## src/rtl/fir_pkg.sv

```systemverilog
// Shared constants, FSM state type and sizing helpers for the FIR filter.
// FIR_WL/FIR_TAPS are the default word length and tap count. FIR_FRAC is the
// number of fractional bits of the signed Q1.(WL-1) format. FIR_SAT_MAX and
// FIR_SAT_MIN are the output clip limits for the default word length.
package fir_pkg;

    localparam int unsigned FIR_WL      = 8;
    localparam int unsigned FIR_TAPS    = 3;
    localparam int unsigned FIR_FRAC    = FIR_WL - 1;
    localparam int          FIR_SAT_MAX = (1 << FIR_FRAC) - 1;
    localparam int          FIR_SAT_MIN = -(1 << FIR_FRAC);

    // Coefficient-load phase, then sample streaming until the next reset.
    typedef enum logic [0:0] {
        StLoad,
        StRun
    } fir_state_e;

    function automatic int unsigned frac_bits(int unsigned wl);
        return wl - 1;
    endfunction

    function automatic int sat_max(int unsigned wl);
        return (1 << frac_bits(wl)) - 1;
    endfunction

    function automatic int sat_min(int unsigned wl);
        return -(1 << frac_bits(wl));
    endfunction

    // Full-precision products plus headroom for summing taps products.
    function automatic int unsigned acc_width(int unsigned wl, int unsigned taps);
        return 2 * wl + $clog2(taps);
    endfunction

endpackage

```

## src/rtl/fir_if.sv

```systemverilog
// Sample/coefficient bus of the FIR filter.
//   enable  : qualifies x/h for the current cycle
//   x       : signed sample input
//   h       : signed coefficient input
//   y       : signed, registered filter output
//   y_valid : one-cycle pulse per new y
// master drives enable/x/h (the source); slave is the filter.
interface fir_if
    import fir_pkg::*;
#(
    parameter int unsigned WL = FIR_WL
) ();

    logic                 enable;
    logic signed [WL-1:0] x;
    logic signed [WL-1:0] h;
    logic signed [WL-1:0] y;
    logic                 y_valid;

    modport master (
        output enable,
        output x,
        output h,
        input  y,
        input  y_valid
    );

    modport slave (
        input  enable,
        input  x,
        input  h,
        output y,
        output y_valid
    );

endinterface

```

## src/rtl/fir_tap.sv

```systemverilog
// One FIR tap: coefficient register, delay register and signed multiplier.
//   clk, reset  : clock and asynchronous active-low reset
//   coef_load_i : capture coef_i into the coefficient register
//   coef_i      : coefficient value
//   shift_i     : advance the delay line (capture sample_i)
//   sample_i    : sample entering this tap (x for tap 0, previous tap's delay otherwise)
//   sample_o    : delayed sample, feeds the next tap
//   prod_o      : coef * sample_i, full 2*WL precision
// The product uses sample_i rather than the stored delay so the output reflects
// the sample being accepted on this same edge.
module fir_tap
    import fir_pkg::*;
#(
    parameter int unsigned WL = FIR_WL
) (
    input  logic                   clk,
    input  logic                   reset,
    input  logic                   coef_load_i,
    input  logic signed [WL-1:0]   coef_i,
    input  logic                   shift_i,
    input  logic signed [WL-1:0]   sample_i,
    output logic signed [WL-1:0]   sample_o,
    output logic signed [2*WL-1:0] prod_o
);

    logic signed [WL-1:0] coef_q, coef_d;
    logic signed [WL-1:0] dly_q, dly_d;

    always_comb begin
        coef_d = coef_q;
        dly_d  = dly_q;
        if (coef_load_i) begin
            coef_d = coef_i;
        end
        if (shift_i) begin
            dly_d = sample_i;
        end
    end

    always_ff @(posedge clk or negedge reset) begin
        if (!reset) begin
            coef_q <= '0;
            dly_q  <= '0;
        end else begin
            coef_q <= coef_d;
            dly_q  <= dly_d;
        end
    end

    assign sample_o = dly_q;
    assign prod_o   = coef_q * sample_i;

endmodule

```

## src/rtl/fir_filter.sv

```systemverilog
// Direct-form FIR filter with serially loaded coefficients.
//   clk   : clock, all state changes on the rising edge
//   reset : asynchronous active-low reset; clears coefficients, delay line,
//           load counter and output, and restarts the coefficient-load phase
//   bus   : fir_if slave port (enable, x, h in; y, y_valid out)
// After reset the first TAPS enabled cycles load h into coef[0..TAPS-1]. Every
// later enabled cycle shifts x into the delay line and registers the saturated,
// Q1.(WL-1)-rescaled dot product, pulsing y_valid alongside it.
module fir_filter
    import fir_pkg::*;
#(
    parameter int unsigned WL   = FIR_WL,
    parameter int unsigned TAPS = FIR_TAPS
) (
    input logic  clk,
    input logic  reset,
    fir_if.slave bus
);

    localparam int unsigned ProdW = 2 * WL;
    localparam int unsigned AccW  = acc_width(WL, TAPS);
    localparam int unsigned CntW  = (TAPS > 1) ? $clog2(TAPS) : 1;

    localparam logic signed [AccW-1:0] SatHi = AccW'(sat_max(WL));
    localparam logic signed [AccW-1:0] SatLo = AccW'(sat_min(WL));

    fir_state_e state_q, state_d;
    logic [CntW-1:0] cnt_q, cnt_d;
    logic signed [WL-1:0] y_q, y_d;
    logic y_valid_q, y_valid_d;

    logic load_en;
    logic shift_en;

    logic signed [WL-1:0]    tap_in  [TAPS];
    logic signed [WL-1:0]    tap_out [TAPS];
    logic signed [ProdW-1:0] prod    [TAPS];

    logic signed [AccW-1:0] acc;
    logic signed [AccW-1:0] acc_sh;
    logic signed [WL-1:0]   y_sat;

    // Tap chain: tap 0 sees the incoming sample, tap k sees d[k-1].
    for (genvar k = 0; k < TAPS; k++) begin : g_tap
        if (k == 0) begin : g_first
            assign tap_in[k] = bus.x;
        end else begin : g_rest
            assign tap_in[k] = tap_out[k-1];
        end

        fir_tap #(
            .WL (WL)
        ) u_tap (
            .clk         (clk),
            .reset       (reset),
            .coef_load_i (load_en && (cnt_q == CntW'(k))),
            .coef_i      (bus.h),
            .shift_i     (shift_en),
            .sample_i    (tap_in[k]),
            .sample_o    (tap_out[k]),
            .prod_o      (prod[k])
        );
    end

    // Load-phase sequencing. The counter only indexes coefficients, so it is
    // parked at zero once streaming starts; only a reset leaves StRun.
    always_comb begin
        state_d  = state_q;
        cnt_d    = cnt_q;
        load_en  = 1'b0;
        shift_en = 1'b0;
        case (state_q)
            StLoad: begin
                if (bus.enable) begin
                    load_en = 1'b1;
                    if (cnt_q == CntW'(TAPS - 1)) begin
                        state_d = StRun;
                        cnt_d   = '0;
                    end else begin
                        cnt_d = cnt_q + 1'b1;
                    end
                end
            end
            StRun: begin
                shift_en = bus.enable;
            end
            default: begin
                state_d = StLoad;
                cnt_d   = '0;
            end
        endcase
    end

    // Sum of products, rescale by the fractional bits (floor), then clip.
    always_comb begin
        acc = '0;
        for (int k = 0; k < TAPS; k++) begin
            acc = acc + AccW'(prod[k]);
        end
        acc_sh = acc >>> (WL - 1);
        if (acc_sh > SatHi) begin
            y_sat = SatHi[WL-1:0];
        end else if (acc_sh < SatLo) begin
            y_sat = SatLo[WL-1:0];
        end else begin
            y_sat = acc_sh[WL-1:0];
        end
    end

    always_comb begin
        y_d       = y_q;
        y_valid_d = 1'b0;
        if (shift_en) begin
            y_d       = y_sat;
            y_valid_d = 1'b1;
        end
    end

    always_ff @(posedge clk or negedge reset) begin
        if (!reset) begin
            state_q   <= StLoad;
            cnt_q     <= '0;
            y_q       <= '0;
            y_valid_q <= 1'b0;
        end else begin
            state_q   <= state_d;
            cnt_q     <= cnt_d;
            y_q       <= y_d;
            y_valid_q <= y_valid_d;
        end
    end

    assign bus.y       = y_q;
    assign bus.y_valid = y_valid_q;

endmodule

```

## src/flat_wrapper.sv

```systemverilog
// flat-port wrapper written by rule: the top's interface ports become plain ports
module fir_filter_flat import fir_pkg::*;
#(
    parameter int unsigned WL   = FIR_WL,
    parameter int unsigned TAPS = FIR_TAPS
)
  (clk, reset, bus_enable, bus_x, bus_h, bus_y, bus_y_valid);
  fir_if #(.WL(WL)) bus_i ();
  input logic clk;
  input logic reset;
  input wire logic [$bits(bus_i.enable)-1:0] bus_enable;
  input wire logic [$bits(bus_i.x)-1:0] bus_x;
  input wire logic [$bits(bus_i.h)-1:0] bus_h;
  output wire logic [$bits(bus_i.y)-1:0] bus_y;
  output wire logic [$bits(bus_i.y_valid)-1:0] bus_y_valid;
  assign bus_i.enable = bus_enable;
  assign bus_i.x = bus_x;
  assign bus_i.h = bus_h;
  assign bus_y = bus_i.y;
  assign bus_y_valid = bus_i.y_valid;
  fir_filter #(.WL(WL), .TAPS(TAPS)) u_core (.clk(clk), .reset(reset), .bus(bus_i));
endmodule
```

## config.mk

```make
export PLATFORM = sky130hd
export DESIGN_NAME = fir_filter_flat
export DESIGN_NICKNAME = d
export VERILOG_FILES = /design/src/rtl/fir_pkg.sv /design/src/rtl/fir_if.sv /design/src/rtl/fir_tap.sv /design/src/rtl/fir_filter.sv /design/src/flat_wrapper.sv
export SDC_FILE = /design/constraint.sdc
export NUM_CORES = 1
export LEC_CHECK = 0
export BUFFER_PORTS_ARGS = -buffer_cell sky130_fd_sc_hd__buf_2
export CORE_UTILIZATION = 60
export CTS_CLUSTER_DIAMETER = 50
export DETAILED_ROUTE_END_ITERATION = 16
export HOLD_SLACK_MARGIN = 0.05
export PLACE_DENSITY_LB_ADDON = 0.12
export SETUP_SLACK_MARGIN = 0.02
export SKIP_LAST_GASP = 1
export SYNTH_ARGS = -nofsm -noshare
export SYNTH_HDL_FRONTEND = slang
export SYNTH_SLANG_ARGS = --single-unit
```

## constraint.sdc

```tcl
create_clock -name clk -period 7.8 [get_ports clk]
set_input_delay 1.17 -clock clk [delete_from_list [all_inputs] [get_ports clk]]
set_output_delay 1.17 -clock clk [all_outputs]
set_load 0.02 [all_outputs]
```

==> impl_metrics.json <==
{
  "grt_pass1_vias": 7147,
  "ctsHoldBuffers": 0,
  "numPortBuffers": 27,
  "first_pass_iters": 4,
  "yosysWarningCount": 0,
  "ios": 28,
  "fp.dieH_microns": 132,
  "drtIter0Drc": 300,
  "num_rows": 47,
  "clkTransAtPathRegs_ps": 70,
  "via_count": 6555,
  "root_buffer": "clkbuf_16",
  "synthFlopType": "dfrtp_1",
  "synth_compound_area_share_pct": 3.80,
  "yosys.area_share.adder_pct": 54.4,
  "overflow": 0,
  "rrSetupSlack_ps": 700,
  "clockBufferDepth": 2,
  "avgSynthCellArea_sq_um": 10.2,
  "drive_above_1_share_pct": 9.93,
  "cp-start-kind": "primary input",
  "dieArea_sq_um": 17500,
  "syn_inst": 997,
  "rsz0062_at_grt": "false",
  "final_common_cell": "inv_1",
  "grt_usage_pct": 28.6,
  "tns_ps": 0,
  "grt_max_degree": 53,
  "dp_hpwl_mm": 18.9,
  "finalWirelength_mm": 22.1,
  "netlist_area_sq_um": 10200,
  "gp_congestion": 0.843,
  "numCtsBuffers": 5,
  "skew_ps": 7.27,
  "maxCapViolCount": 0,
  "max_freq_ghz": 0.137,
  "ant_nets": 0,
  "insertion_delay_ps": 300,
  "synth.mux.area_fraction_pct": 4.50,
  "synthArstFlopShare_pct": 100,
  "start_util_pct": 61.3,
  "synth_fp_nets": 1318,
  "remaining_drc_errors": 0,
  "avgViaCountPerCell": 5.30,
  "cp.arrival_ps": 7490,
  "crit_path_end_kind": "register",
  "synth_edf_count": 0,
  "synth_seq_cells": 52,
  "post-route-period-util_pct": 93.3,
  "cp-startpoint": "bus_x[0]",
  "r2r-start": "u_core.g_tap[0].u_tap.sample_o[0]",
  "critical_path_required_ps": 8010,
  "critPathKind": "primary input to register",
  "hold_class": "register to register",
  "crit_path_end": "u_core.bus.y[1]",
  "report.final.slew_viol_count": 0,
  "cts_num_sinks": 52,
  "max_slew_margin_pct": 32.4,
  "seq_area_frac_synth_pct": 12.8,
  "dieWidth_microns": 132,
  "final_hold_viol_count": 0,
  "synth_top_family_by_area": "adder cells",
  "rr_endpoint": "u_core.bus.y[1]",
  "antennaDiodeCount": 0,
  "antenna_found_initial": 0,
  "ff2ff_path_depth": 20,
  "path_max_fanout": 9,
  "synth_xor_area_share_pct": 1.81,
  "area_growth_pct": 5.30,
  "fin_nets": 1337,
  "outcome": "finished clean",
  "period_needed_ps": 7280,
  "htree_levels": 2,
  "final_cell_mix": "inv_1, fa_1, and2_1",
  "worstMarginPinSlew_ps": 1010,
  "cts_tree": "yes",
  "num-fill-cells": 1430,
  "finalSetupViolCount": 0,
  "wl_per_cell_microns": 17.8,
  "grt_pass1_wl_mm": 38.1,
  "core_sq_um": 16600,
  "synth_cell_types": 47,
  "synth-simple-area-share_pct": 11.4
}
[worst min path at each step]
stage,startpoint,to,cells after the start
2_1_floorplan,u_core.state_q,u_core.state_q,1
3_3_place_gp,u_core.state_q,u_core.state_q,1
3_5_place_dp,u_core.state_q,u_core.state_q,1
4_1_cts,u_core.state_q,u_core.state_q,1
5_1_grt,u_core.bus.y[1],u_core.bus.y[1],2
6_report,u_core.state_q,u_core.state_q,1
[sequential cells by signal, summed over array words and instances, names as in the netlist]
name and count:
u_core.g_tap.u_tap.coef_q 24, u_core.g_tap.u_tap.sample_o 16, u_core.bus.y 8, u_core.cnt_q 2, u_core.bus.y_valid 1, u_core.state_q 1
[synth_stat cells, types with 3 or more instances]
| cell | number | area share, % |
|---|---|---|
| inv_1 | 283 | 10 |
| fa_1 | 233 | 46 |
| and2_1 | 91 | 5.6 |
| nand2_1 | 78 | 2.9 |
| ha_1 | 69 | 8.5 |
| dfrtp_1 | 52 | 13 |
| mux2_2 | 38 | 4.2 |
| nor2_1 | 23 | 0.85 |
| clkbuf_1 | 18 | 0.66 |
| xnor2_1 | 15 | 1.3 |
| o21ai_0 | 12 | 0.59 |
| a21oi_1 | 9 | 0.44 |
| and2_2 | 8 | 0.59 |
| nand2b_1 | 7 | 0.43 |
| xor2_1 | 6 | 0.52 |
| a211oi_1 | 4 | 0.30 |
| a21o_1 | 4 | 0.30 |
| mux2i_1 | 3 | 0.30 |
| nand3_1 | 3 | 0.15 |
| nor3_1 | 3 | 0.15 |
| nor3_2 | 3 | 0.30 |
| o2111ai_1 | 3 | 0.26 |
| o21bai_1 | 3 | 0.22 |
[cells by family after synthesis]
logic type,Yosys count
buffers and inverters,305
xor gates and xnor gates,21
adders and majority gates,302
muxes,41
and+or+nand+nor,223
DFF,52
AOI/OAI and AO/OA,53
[worst max-delay path: stages]
cell and delay (ps):
buf_2 170, nand2_1 110, inv_1 160, fa_2 540, fa_1 560, inv_1 110, fa_1 500, inv_1 50
fa_1 480, fa_1 510, fa_1 490, inv_1 50, fa_1 470, inv_1 40, ha_1 370, and3_2 280
a221o_1 320, a221oi_1 290, o211ai_1 120, nor3_1 280, o21ai_0 170, a211oi_1 240
[cell type report]
class	instances	area, sq um	area share (%)
Multi-Input combinational cell	640	7720	72.1
Sequential cell	52	1300	12.2
Inverter	286	1070	10.0
Tap cell	220	275	2.57
Timing Repair Buffer	31	165	1.54
Clock buffer	5	125	1.17
Clock inverter	3	42.5	0.397
[through the flow]
| step | cells | util, % | area, sq um | hold WS (ps) | setup slack, ps |
|---|---|---|---|---|---|
| floorplan | 997 | - | 10200 | 476 | 703 |
| global placement | 1229 | 63.5 | 10500 | 486 | 269 |
| detailed placement | 1229 | 63.5 | 10500 | 501 | 94.4 |
| CTS | 1237 | 64.5 | 10700 | 517 | 404 |
| global route | 1237 | 64.6 | 10700 | 550 | 93.5 |
| finish | 1237 | 64.6 | 10700 | 520 | 524 |
[metal layers]
metal	GRT usage, %	part of all wire [%]
met1	41.9	44
met2	47.1	51
met3	2.27	3.9
met4	6.07	1.5
met5	0	0
[what timing repair did]
item | CTS | global route
hold endpoints to repair | 0 | 0
gates resized for setup | 0 | 1
setup buffers | 0 | 0
setup endpoints to repair | 0 | 2
Power is not shown: default switching activity piles up to over one toggle a cycle in this logic, so the estimate is an artifact.
